### src/rtl/freq_meter.sv
// -----------------------------------------------------------------------------
// freq_meter
//
// Gated frequency counter. Rising edges of the asynchronous sig_in are counted
// over back-to-back gate windows of GATE_CYCLES clocks. At the end of each
// window the count is presented on result together with a one-cycle trigger
// pulse, which the seven-segment display stage uses to latch the new value.
//
// Ports
//   CLK      in   system clock, all logic on the rising edge
//   reset    in   asynchronous active-low reset
//   enable   in   1 = measure continuously, 0 = stop and hold last result
//   sig_in   in   asynchronous signal under measurement
//   result   out  [31:0] edge count of the last completed window
//   trigger  out  one-cycle pulse; result is valid in the same cycle
//   overflow out  last completed window saturated at CNT_MAX
//   busy     out  a gate window is in progress
// -----------------------------------------------------------------------------
module freq_meter #(
  parameter int unsigned GATE_CYCLES = 100_000_000,
  parameter int unsigned SYNC_STAGES = 2,
  parameter logic [31:0] CNT_MAX     = 32'hFFFF_FFFF
) (
  input  logic        CLK,
  input  logic        reset,
  input  logic        enable,
  input  logic        sig_in,
  output logic [31:0] result,
  output logic        trigger,
  output logic        overflow,
  output logic        busy
);

  typedef enum logic [1:0] {
    IDLE  = 2'd0,
    ARM   = 2'd1,
    COUNT = 2'd2,
    LATCH = 2'd3
  } state_t;

  // Last value of the gate counter is reached one cycle before the window
  // closes, so the window is GATE_CYCLES-1 COUNT cycles plus the LATCH cycle.
  localparam logic [31:0] GATE_LAST = 32'(GATE_CYCLES - 1);

  state_t      state;
  state_t      state_n;

  logic [SYNC_STAGES-1:0] sync_q;
  logic        sync_out;
  logic        sync_prev;
  logic        edge_det;

  logic [31:0] edge_cnt;
  logic [31:0] gate_cnt;
  logic [31:0] latch_val;
  logic        gate_done;

  // ---------------------------------------------------------------------------
  // Synchronizer and edge detect
  // ---------------------------------------------------------------------------
  // NOTE: every sequential block uses non-blocking assignments so all flops
  // update together on the edge and simulation order cannot change the result.
  always_ff @(posedge CLK or negedge reset) begin
    if (!reset) begin
      sync_q <= '0;
    end else begin
      sync_q <= {sync_q[SYNC_STAGES-2:0], sig_in};
    end
  end

  assign sync_out = sync_q[SYNC_STAGES-1];

  // sync_prev follows sync_out every cycle, ARM included, so a level that is
  // already high when a measurement starts never looks like an edge.
  always_ff @(posedge CLK or negedge reset) begin
    if (!reset) begin
      sync_prev <= 1'b0;
    end else begin
      sync_prev <= sync_out;
    end
  end

  assign edge_det = sync_out & ~sync_prev;

  // ---------------------------------------------------------------------------
  // FSM
  // ---------------------------------------------------------------------------
  always_ff @(posedge CLK or negedge reset) begin
    if (!reset) begin
      state <= IDLE;
    end else begin
      state <= state_n;
    end
  end

  assign gate_done = (gate_cnt == GATE_LAST - 32'd1);

  // NOTE: state_n gets a default before the case so no path leaves it
  // unassigned, which would otherwise infer a latch.
  always_comb begin
    state_n = state;
    unique case (state)
      IDLE:    if (enable) state_n = ARM;
      ARM:     state_n = COUNT;
      COUNT: begin
        if (!enable)        state_n = IDLE;
        else if (gate_done) state_n = LATCH;
      end
      LATCH:   state_n = enable ? COUNT : IDLE;
      default: state_n = IDLE;
    endcase
  end

  // ---------------------------------------------------------------------------
  // Edge and gate counters
  // ---------------------------------------------------------------------------
  // Count including an edge detected in the current cycle, saturating.
  assign latch_val = (edge_det && (edge_cnt != CNT_MAX)) ? edge_cnt + 32'd1
                                                         : edge_cnt;

  always_ff @(posedge CLK or negedge reset) begin
    if (!reset) begin
      edge_cnt <= '0;
      gate_cnt <= '0;
    end else if (state == COUNT) begin
      edge_cnt <= latch_val;
      gate_cnt <= gate_cnt + 32'd1;
    end else begin
      // LATCH hands its edge to result, so the next window starts from zero
      // and no edge is shared between windows.
      edge_cnt <= '0;
      gate_cnt <= '0;
    end
  end

  // ---------------------------------------------------------------------------
  // Registered outputs
  // ---------------------------------------------------------------------------
  always_ff @(posedge CLK or negedge reset) begin
    if (!reset) begin
      result   <= '0;
      overflow <= 1'b0;
      trigger  <= 1'b0;
      busy     <= 1'b0;
    end else begin
      trigger <= (state == LATCH);
      busy    <= (state_n == COUNT) || (state_n == LATCH);
      if (state == LATCH) begin
        result   <= latch_val;
        overflow <= (latch_val == CNT_MAX);
      end
    end
  end

endmodule

### config.mk
export PLATFORM = sky130hd
export DESIGN_NAME = freq_meter
export DESIGN_NICKNAME = d
export VERILOG_FILES = /design/src/rtl/freq_meter.sv
export SDC_FILE = /design/constraint.sdc
export NUM_CORES = 1
export LEC_CHECK = 0
export CAP_MARGIN = 25
export CORE_MARGIN = 2
export CORE_UTILIZATION = 25
export CTS_BUF_LIST = sky130_fd_sc_hd__clkbuf_16
export DETAILED_ROUTE_END_ITERATION = 7
export GPL_TIMING_DRIVEN = 0
export PLACE_DENSITY = 0.45
export SLEW_MARGIN = 20
export SYNTH_ARGS = -nofsm -noshare
export SYNTH_HDL_FRONTEND = slang
export SYNTH_SLANG_ARGS = --single-unit
export TNS_END_PERCENT = 20
### constraint.sdc
create_clock -name CLK -period 2.71 [get_ports CLK]
set_clock_uncertainty 0.15 [all_clocks]
set_input_delay 0.542 -clock CLK [delete_from_list [all_inputs] [get_ports CLK]]
set_output_delay 0.542 -clock CLK [all_outputs]
set_load 0.05 [all_outputs]
==> results.json <==
{
  "dieArea_mm2": 0.0200,
  "status": "complete, but fails checks",
  "critPathRequiredTime_ps": 2820,
  "die_h_um": 141,
  "track_usage_pct": 12.3,
  "yosys.area.top_type": "dfrtp_1",
  "antenna_found_initial": 0,
  "dpl.cell_count": 750,
  "fin_util_pct": 32.4,
  "areaGrowthSynthToFinish_pct": 27.6,
  "cts.sinks": 103,
  "dr.first_iter.drc_count": 241,
  "clkLatencyLatePin_ps": 350,
  "p_leak_nw": 2.40,
  "gp_congestion": 0.825,
  "fp.dieW_um": 141,
  "num_antenna_cells": 0,
  "syn_area_mm2": 0.00472,
  "finalPower_mw": 3.24,
  "ys_seq_elements": 103,
  "period_share_pct": 105,
  "cp.arrival_ps": 2950,
  "stdcell_count": 784,
  "drv_cap": 0,
  "post-route-min-period_ps": 2840,
  "start_kind": "flop",
  "clock_path_buffers": 2,
  "synth.most_common_cell": "dfrtp_1",
  "yosysTopAreaCellShare_pct": 54.7,
  "cts-root-buf": "clkbuf_16",
  "ir_drop_v": 0.000305,
  "final_area_mm2": 0.00602,
  "fmax_ghz": 0.352,
  "synth_nets": 484,
  "drive_above_1_share_pct": 12.7,
  "io_pins": 39,
  "vias": 3645,
  "worstMarginPinSlew_ps": 665,
  "numCtsBuffers": 9,
  "avgSynthCellArea_um2": 9.89,
  "async_flop_share_pct": 100,
  "ys_seq_area_share_pct": 54.7,
  "endpoint_kind": "flop",
  "crit_fanout": 6,
  "wire_per_inst_um": 15.0,
  "drc": 0,
  "finalHoldViolations": 0,
  "maxSlewViolCount": 0,
  "coreArea_mm2": 0.0186,
  "grt_pass1_vias": 3643,
  "start_util_pct": 25.4,
  "placed_area_mm2": 0.00542,
  "cts-htree-levels": 3,
  "first_pass_iters": 4,
  "crit_type": "flop to flop",
  "wl_mm": 11.8,
  "slew_headroom_pct": 55.7,
  "synth-main-ff-cell": "dfrtp_1",
  "setup-tns-final_ps": -134,
  "viasPerCell": 4.65,
  "yosys-top-cells-area": "dfrtp_1 (55%), xor2_1 (6.5%), nor2_1 (5.7%)",
  "synth_edf_count": 0,
  "clkTransAtPathRegs_ps": 70,
  "ys_warn_count": 0,
  "post-place-ws_ps": -412,
  "hpwl_mm": 8.19,
  "failed_checks": "negative setup slack",
  "final_antenna_net_count": 0,
  "setup_slack_ps": -134,
  "portBuffers": 38,
  "grt_pass1_wl_mm": 19.4,
  "grt_max_degree": 69,
  "synthTopCellsByCount": "dfrtp_1 (103), nor2_1 (71), nand2_1 (61)",
  "rsz0062_at_grt": "yes",
  "p_per_area_mw_per_mm2": 538,
  "num_rows": 50,
  "synthDistinctLibCells": 46,
  "cts_tree": "yes",
  "nets": 552,
  "setup_viol": 1,
  "hold_slack_ps": 218,
  "gr-total-overflow": 0,
  "syn_inst": 477,
  "hold_path.class": "flop to flop"
}
==> critical path, cell delays in order (launching register included) <==
cell      delay, ps
dfrtp_1         430
ha_4            200
and3b_2         200
nand4_1         170
buf_4           200
nor4_4          310
buf_4           190
nand3_4          80
xor2_2          200
nor4_2          290
nand4b_1        140
o31ai_1         200
==> worst paths after layout <==
check / startpoint / to / slack (ps) / cells after the start
worst max-delay path: edge_cnt[1] / overflow / -130 / 11
worst min-delay path: sync_q[0] / sync_q[1] / 220 / 0
worst max register to register: edge_cnt[1] / overflow / -130 / 11
worst min register to register: sync_q[0] / sync_q[1] / 220 / 0
max in group asynchronous: reset / edge_cnt[4] / 1250 / 3
min in group asynchronous: reset / gate_cnt[5] / 500 / 2
==> power by group <==
group          switching [mW]  internal [mW]  total (mW)  leakage [nW]
logic                   0.257         0.0811       0.338         0.838
clock network           0.595          0.709        1.30         0.138
registers              0.0289           1.57        1.59          1.42
total                   0.881           2.36        3.24          2.40
==> sequential cells by signal, indices dropped and copies added (netlist names) <==
register and cells:
edge_cnt 32, sync_q 2, gate_cnt 32, result 32, state 1, sync_prev 1
trigger 1, overflow 1, busy 1
==> layout by cell type, fill, tap and decap left out, types with 4 or more instances in the layout <==
cell type        Yosys  layout
xnor2_1             17      17
xor2_1              35      33
nand4_1             18      18
inv_1                7       8
nor4_1               8       5
clkdlybuf4s50_1      0      37
and4_1               6       6
clkbuf_16            0       9
buf_4                1      18
nor2_1              71      69
dfrtp_1            103     100
buf_6                1       4
o21ai_0             38      37
or3_1                4       4
clkbuf_1            12      12
a21oi_1              7       7
and3_1              13      12
nand2_1             61      61
nor3_1               8       7
nand3_1             23      20
==> logic make-up after synthesis <==
kind of cell | share of synthesized area (%)
AO/OA/AOI/OAI | 6.21
XOR/XNOR | 9.66
adder cells (fa/ha/maj) | 0.796
buffers and inverters | 2.39
flip-flops | 54.7
multiplexers | 0.876
AND/OR/NAND/NOR | 25.4
==> routing by layer <==
layer | wire length, um | global-route usage (%)
met5 | 0 | 0
met4 | 276 | 5.21
met3 | 357 | 2.16
met2 | 5300 | 19.0
met1 | 5820 | 16.9
==> timing repair <==
action,in CTS,in global routing
hold endpoints to repair,35,0
gates resized for setup,20,18
setup endpoints to repair,6,10
pin swaps,9,12
buffers inserted,5,12
hold buffers,1,0
cloned,0,0
==> layout make-up <==
class / count / area, um^2
fillers: 1877 / 12600
plain buffers: 19 / 98.8
multi-input cells: 348 / 2180
clock buffers: 9 / 225
clock inverters: 7 / 65.1
inverters: 7 / 26.3
well taps: 234 / 293
repair buffers: 57 / 547
flip-flops and latches: 103 / 2580
(Power assumes the default switching activity.)
